[src/rtl/alu_cmd_sequencer.sv]
// rtl/alu_cmd_sequencer.sv - single-command initiator for the Arith/Logic/CMP/Shift ALU units
// Accepts one command, pulses the chosen unit enable, waits for its Flag (or times out), returns the result.
module alu_cmd_sequencer #(
  parameter int A_WIDTH = 16,
  parameter int B_WIDTH = 16,
  parameter int TIMEOUT = 4
) (
  input  logic                       clk,
  input  logic                       rst,
  input  logic                       cmd_valid,
  output logic                       cmd_ready,
  input  logic [3:0]                 cmd_func,
  input  logic [A_WIDTH-1:0]         cmd_a,
  input  logic [B_WIDTH-1:0]         cmd_b,
  output logic                       res_valid,
  input  logic                       res_ready,
  output logic [A_WIDTH+B_WIDTH-1:0] res_data,
  output logic [1:0]                 res_unit,
  output logic                       res_err,
  output logic [A_WIDTH-1:0]         A,
  output logic [B_WIDTH-1:0]         B,
  output logic [1:0]                 ALU_FUNC,
  output logic                       Arith_Enable,
  output logic                       Logic_Enable,
  output logic                       CMP_Enable,
  output logic                       Shift_Enable,
  input  logic [A_WIDTH+B_WIDTH-1:0] Arith_OUT,
  input  logic [A_WIDTH+B_WIDTH-1:0] Logic_OUT,
  input  logic [A_WIDTH+B_WIDTH-1:0] CMP_OUT,
  input  logic [A_WIDTH+B_WIDTH-1:0] Shift_OUT,
  input  logic                       Arith_Flag,
  input  logic                       Logic_Flag,
  input  logic                       CMP_Flag,
  input  logic                       Shift_Flag
);

  localparam int R_W = A_WIDTH + B_WIDTH;
  localparam int TW  = (TIMEOUT > 1) ? $clog2(TIMEOUT) : 1;
  localparam logic [TW-1:0] TIMER_LAST = TW'(TIMEOUT - 1);

  localparam logic [1:0] S_IDLE  = 2'd0;
  localparam logic [1:0] S_ISSUE = 2'd1;
  localparam logic [1:0] S_WAIT  = 2'd2;
  localparam logic [1:0] S_DONE  = 2'd3;

  logic [1:0]         r_state;
  logic [1:0]         r_unit;
  logic [A_WIDTH-1:0] r_a;
  logic [B_WIDTH-1:0] r_b;
  logic [1:0]         r_func;
  logic [TW-1:0]      r_timer;
  logic [R_W-1:0]     r_res_data;
  logic [1:0]         r_res_unit;
  logic               r_res_err;
  logic [3:0]         r_enable;

  logic               w_accept;
  logic               w_sel_flag;
  logic [R_W-1:0]     w_sel_out;
  logic [3:0]         w_onehot;

  assign w_accept = cmd_valid && (r_state == S_IDLE);

  // Only the unit that was issued is listened to; stray Flags from the others are ignored.
  always_comb begin
    w_sel_flag = 1'b0;
    w_sel_out  = '0;
    case (r_unit)
      2'd0: begin w_sel_flag = Arith_Flag; w_sel_out = Arith_OUT; end
      2'd1: begin w_sel_flag = Logic_Flag; w_sel_out = Logic_OUT; end
      2'd2: begin w_sel_flag = CMP_Flag;   w_sel_out = CMP_OUT;   end
      default: begin w_sel_flag = Shift_Flag; w_sel_out = Shift_OUT; end
    endcase
  end

  always_comb begin
    w_onehot = 4'b0000;
    case (cmd_func[3:2])
      2'd0: w_onehot = 4'b0001;
      2'd1: w_onehot = 4'b0010;
      2'd2: w_onehot = 4'b0100;
      default: w_onehot = 4'b1000;
    endcase
  end

  // Enable is registered at the accept edge so it is high exactly for the ISSUE cycle.
  always_ff @(posedge clk or negedge rst) begin
    if (!rst) begin
      r_enable <= 4'b0000;
    end else if (w_accept) begin
      r_enable <= w_onehot;
    end else begin
      r_enable <= 4'b0000;
    end
  end

  always_ff @(posedge clk or negedge rst) begin
    if (!rst) begin
      r_state    <= S_IDLE;
      r_unit     <= 2'd0;
      r_a        <= '0;
      r_b        <= '0;
      r_func     <= 2'd0;
      r_timer    <= '0;
      r_res_data <= '0;
      r_res_unit <= 2'd0;
      r_res_err  <= 1'b0;
    end else begin
      case (r_state)
        S_IDLE: begin
          if (cmd_valid) begin
            r_a     <= cmd_a;
            r_b     <= cmd_b;
            r_func  <= cmd_func[1:0];
            r_unit  <= cmd_func[3:2];
            r_state <= S_ISSUE;
          end
        end
        S_ISSUE: begin
          r_timer <= '0;
          r_state <= S_WAIT;
        end
        S_WAIT: begin
          if (w_sel_flag) begin
            r_res_data <= w_sel_out;
            r_res_unit <= r_unit;
            r_res_err  <= 1'b0;
            r_state    <= S_DONE;
          end else if (r_timer == TIMER_LAST) begin
            r_res_data <= '0;
            r_res_unit <= r_unit;
            r_res_err  <= 1'b1;
            r_state    <= S_DONE;
          end else begin
            r_timer <= r_timer + 1'b1;
          end
        end
        S_DONE: begin
          if (res_ready) begin
            r_state <= S_IDLE;
          end
        end
        default: r_state <= S_IDLE;
      endcase
    end
  end

  assign cmd_ready    = (r_state == S_IDLE);
  assign res_valid    = (r_state == S_DONE);
  assign res_data     = r_res_data;
  assign res_unit     = r_res_unit;
  assign res_err      = r_res_err;
  assign A            = r_a;
  assign B            = r_b;
  assign ALU_FUNC     = r_func;
  assign Arith_Enable = r_enable[0];
  assign Logic_Enable = r_enable[1];
  assign CMP_Enable   = r_enable[2];
  assign Shift_Enable = r_enable[3];

endmodule

[config.mk]
export PLATFORM = sky130hd
export DESIGN_NAME = alu_cmd_sequencer
export DESIGN_NICKNAME = d
export VERILOG_FILES = /design/src/rtl/alu_cmd_sequencer.sv
export SDC_FILE = /design/constraint.sdc
export NUM_CORES = 1
export LEC_CHECK = 0
export CORE_MARGIN = 4
export CORE_UTILIZATION = 40
export CTS_CLUSTER_DIAMETER = 150
export DETAILED_ROUTE_END_ITERATION = 10
export PLACE_DENSITY = 0.95
export SYNTH_ARGS = -nofsm -noshare
export SYNTH_HDL_FRONTEND = slang
export SYNTH_SLANG_ARGS = --single-unit
export TNS_END_PERCENT = 10
[constraint.sdc]
create_clock -name clk -period 3.8 [get_ports clk]
set_input_delay 0.57 -clock clk [delete_from_list [all_inputs] [get_ports clk]]
set_output_delay 0.57 -clock clk [all_outputs]
set_load 0.005 [all_outputs]
==> flow_metrics.py <==
metrics = {
    "clocking": {
        "ctsHtreeMaxLevel": 3,
        "cts.sinks": 79,
        "post_cts_buffers": 0,
        "cts-root-buf": "clkbuf_8",
        "hold_buffers": 0,
        "cts_tree": "yes",
        "clock_latency_ns": 0.33,
        "numCtsBuffers": 9,
        "clk_path_buf_depth": 2,
        "clk_pin_slew_ns": 0.08,
        "cts.repair.resized": 0,
    },
    "setup_path": {
        "cpPeakStageDelay_ns": 0.58,
        "cp_num_buf_inv": 2,
        "end_kind": "flip-flop",
        "worstPathArrival_ns": 2.51,
        "rrSetupSlack_ns": 1.70,
        "reg2reg_depth": 4,
        "timing.rr.start": "r_unit[0]$_DFFE_PN0P_",
        "worstPathCellList": "clkdlybuf4s50_1, mux4_2, o21ai_4, buf_4, mux2_1",
        "worstPathMaxFanout": 28,
        "cp_top_family": "multiplexers",
        "worstPathRequired_ns": 4.01,
        "worstSetupPathType": "input pin to flip-flop",
        "critPathLaunchType": "input pin",
        "rr_endpoint": "res_unit[0]$_DFFE_PN0P_",
        "slowest_stage": "mux4_2",
    },
    "drt": {
        "initialDrtViolationCount": 99,
        "wire_per_inst_um": 18.47,
        "wl_um": 11340,
        "viasPerCell": 5.117,
        "drtAntennaViolNets": 0,
        "via_count": 3142,
        "drc_errors": 0,
        "drtPass1Iterations": 4,
    },
    "synthesis": {
        "synth_warnings": 0,
        "synth-simple-area-share_pct": 2.875,
        "netlist_top_cells_area": "dfrtp_1 (52%), mux4_2 (17%), mux2_2 (10%), a22o_1 (7.3%), mux4_1 (2.7%)",
        "synth_seq_cells": 79,
        "synthMuxAreaShare_pct": 30.68,
        "synth_top_area_share_pct": 51.62,
        "synth_compound_area_share_pct": 9.115,
        "synthXorXnorAreaFrac_pct": 0,
        "avgSynthCellArea_um2": 15.96,
        "synth_top_family_by_area": "multiplexers",
        "netlist-cell-type-count": 29,
        "netlist_area_mm2": 0.003830,
        "synth-adder-area-share_pct": 1.633,
        "synth_nets": 417,
        "yosysSeqAreaShare_pct": 51.62,
        "synth_top_area_cell": "dfrtp_1",
        "synthCells": 240,
    },
    "grt": {
        "grt_max_degree": 80,
        "met3_usage_pct": 5.879,
        "track_usage_pct": 20.05,
        "grt_remaining_overflow": 0,
        "grtUsageMet2_pct": 36.70,
        "grt_pass1_vias": 3448,
        "antenna_found_initial": 0,
        "grt_pass1_wl_um": 17570,
        "grt_util_met1_pct": 22.37,
        "grt-busiest-layer": "met2",
    },
    "floorplan": {
        "coreArea_mm2": 0.009284,
        "ios": 247,
        "fp.dieW_um": 105.9,
        "die_area_mm2": 0.01120,
        "row_count": 35,
        "die_h_um": 105.9,
        "initial_utilization_pct": 41.25,
    },
    "sta": {
        "slew-limit-headroom_pct": 36.82,
        "setup-violations-final": 0,
        "fmax_ghz": 0.4345,
        "slew_viol_final": 0,
        "rsz0062_at_grt": "no",
        "finalHoldViolations": 0,
        "fin_setup_tns_ns": 0,
        "skew_ns": 0.01122,
        "post-route-min-period_ns": 2.302,
        "worst_pin_slew_ns": 0.9477,
        "fin_crit_sh_pct": 60.57,
    },
    "pwr": {
        "clock_power_share_pct": 13.3,
        "leakage_nw": 2.627,
        "combPwrFrac_pct": 53.0,
        "swShare_pct": 30.27,
        "p_sw_mw": 1.313,
        "ir_drop_mv": 0.4355,
        "power.density_mw_per_mm2": 665.3,
        "seq_power_share_pct": 33.7,
        "p_int_mw": 3.025,
    },
    "final_layout": {
        "final_cell_mix": "clkdlybuf4s50_1 (245), dfrtp_1 (78), mux2_2 (34), a22o_1 (32), mux4_2 (29)",
        "drive_gt1_share_pct": 17.53,
        "nets": 658,
        "area_growth_syn_to_layout_pct": 70.27,
        "layout_commonest_cell": "clkdlybuf4s50_1",
        "diodes": 0,
        "instances_no_fill": 614,
    },
    "placed_design": {
        "placedCellCount": 599,
        "io_buffers": 246,
        "gp_congestion": 0.7542,
        "post-dp-hpwl_um": 9327,
    },
    "worst_hold_path": {
        "hp-class": "input pin to async pin",
    },
    "run_status": {
        "status": "finished, final reports clean",
    },
    "flow_run": {
        "drv_cap": 0,
    },
}
cells in the mapped netlist:
master,n
dfrtp_1,79
mux2_2,34
a22o_1,32
mux4_2,29
nand2_1,9
clkbuf_1,7
buf_2,5
ha_1,5
nor2_1,5
inv_1,4
mux4_1,4
buf_4,3
buf_8,3
mux2_1,3
buf_6,2
nand2b_1,2
o211ai_1,2
a21oi_1,1
a22oi_1,1
and2_1,1
and2_4,1
and3_1,1
nand3_1,1
nor3_1,1
o21ai_4,1
o311ai_1,1
o311ai_2,1
or3_1,1
or4_1,1
power by group through the flow:
stage	Clock [mW]	Sequential, mW	Combinational, mW
after CTS	0.601	1.47	2.34
after global routing	0.640	1.52	2.46
final	0.578	1.46	2.30
after detailed placement	0	1.48	2.34
after floorplan	0	1.47	1.20
after global placement	0	1.46	2.25
layer usage:
metal  routed length, um  up-vias
met1                4095     1528
met3                 998       20
met2                6001      173
met5                   0        -
li1                    -     1421
met4                 244        0
cell families after synthesis:
logic type / Yosys count
AO/OA/AOI/OAI: 39
multiplexers: 70
adder cells (fa/ha/maj): 5
buffers and inverters: 24
AND/OR/NAND/NOR: 23
flip-flops: 79
flip-flops by register name, indices dropped and copies added (netlist names):
name,count
res_data,32
A,16
B,16
r_enable,4
ALU_FUNC,2
r_state,2
r_timer,2
r_unit,2
res_unit,2
res_err,1
area by class of cell:
class                   count  area, um^2
multi-input cells         137        1697
fillers                   655        2763
well taps                 129       161.4
clock inverters             4       48.80
repair buffers            250        2490
flip-flops and latches     79        1978
clock buffers              11       131.4
inverters                   4       15.01
worst reg2reg max path, delay by kind of cell (launching register included):
kind / cells / cell delay, ns
compound gates: 1 / 0.25
buf+inv: 1 / 0.34
flops: 1 / 0.40
mux: 2 / 0.98
metrics by stage:
step	area, um^2	setup slack (ns)	hold WS (ns)	power (mW)	utilization, %
after detailed placement	6341	1.163	0.4811	3.813	68.30
final	6521	1.498	0.3910	4.339	70.24
after floorplan	3830	1.949	0.2744	2.673	-
after global routing	6521	1.450	0.4553	4.617	70.24
after global placement	6341	1.208	0.4809	3.710	68.30
after CTS	6521	1.523	0.4137	4.403	70.24
worst max path at each step:
stage	slack (ns)	cells past startpoint	start	to
floorplan	1.95	6	r_state[0]$_DFFE_PN0P_	ALU_FUNC[1]$_DFFE_PN0P_
global placement	1.21	5	CMP_Flag	res_unit[0]$_DFFE_PN0P_
detailed placement	1.16	5	CMP_Flag	res_unit[0]$_DFFE_PN0P_
CTS	1.52	5	CMP_Flag	res_unit[0]$_DFFE_PN0P_
global route	1.45	5	CMP_Flag	res_unit[0]$_DFFE_PN0P_
finish	1.50	5	CMP_Flag	res_unit[0]$_DFFE_PN0P_
Note: power is estimated with default switching activity, not from simulation.
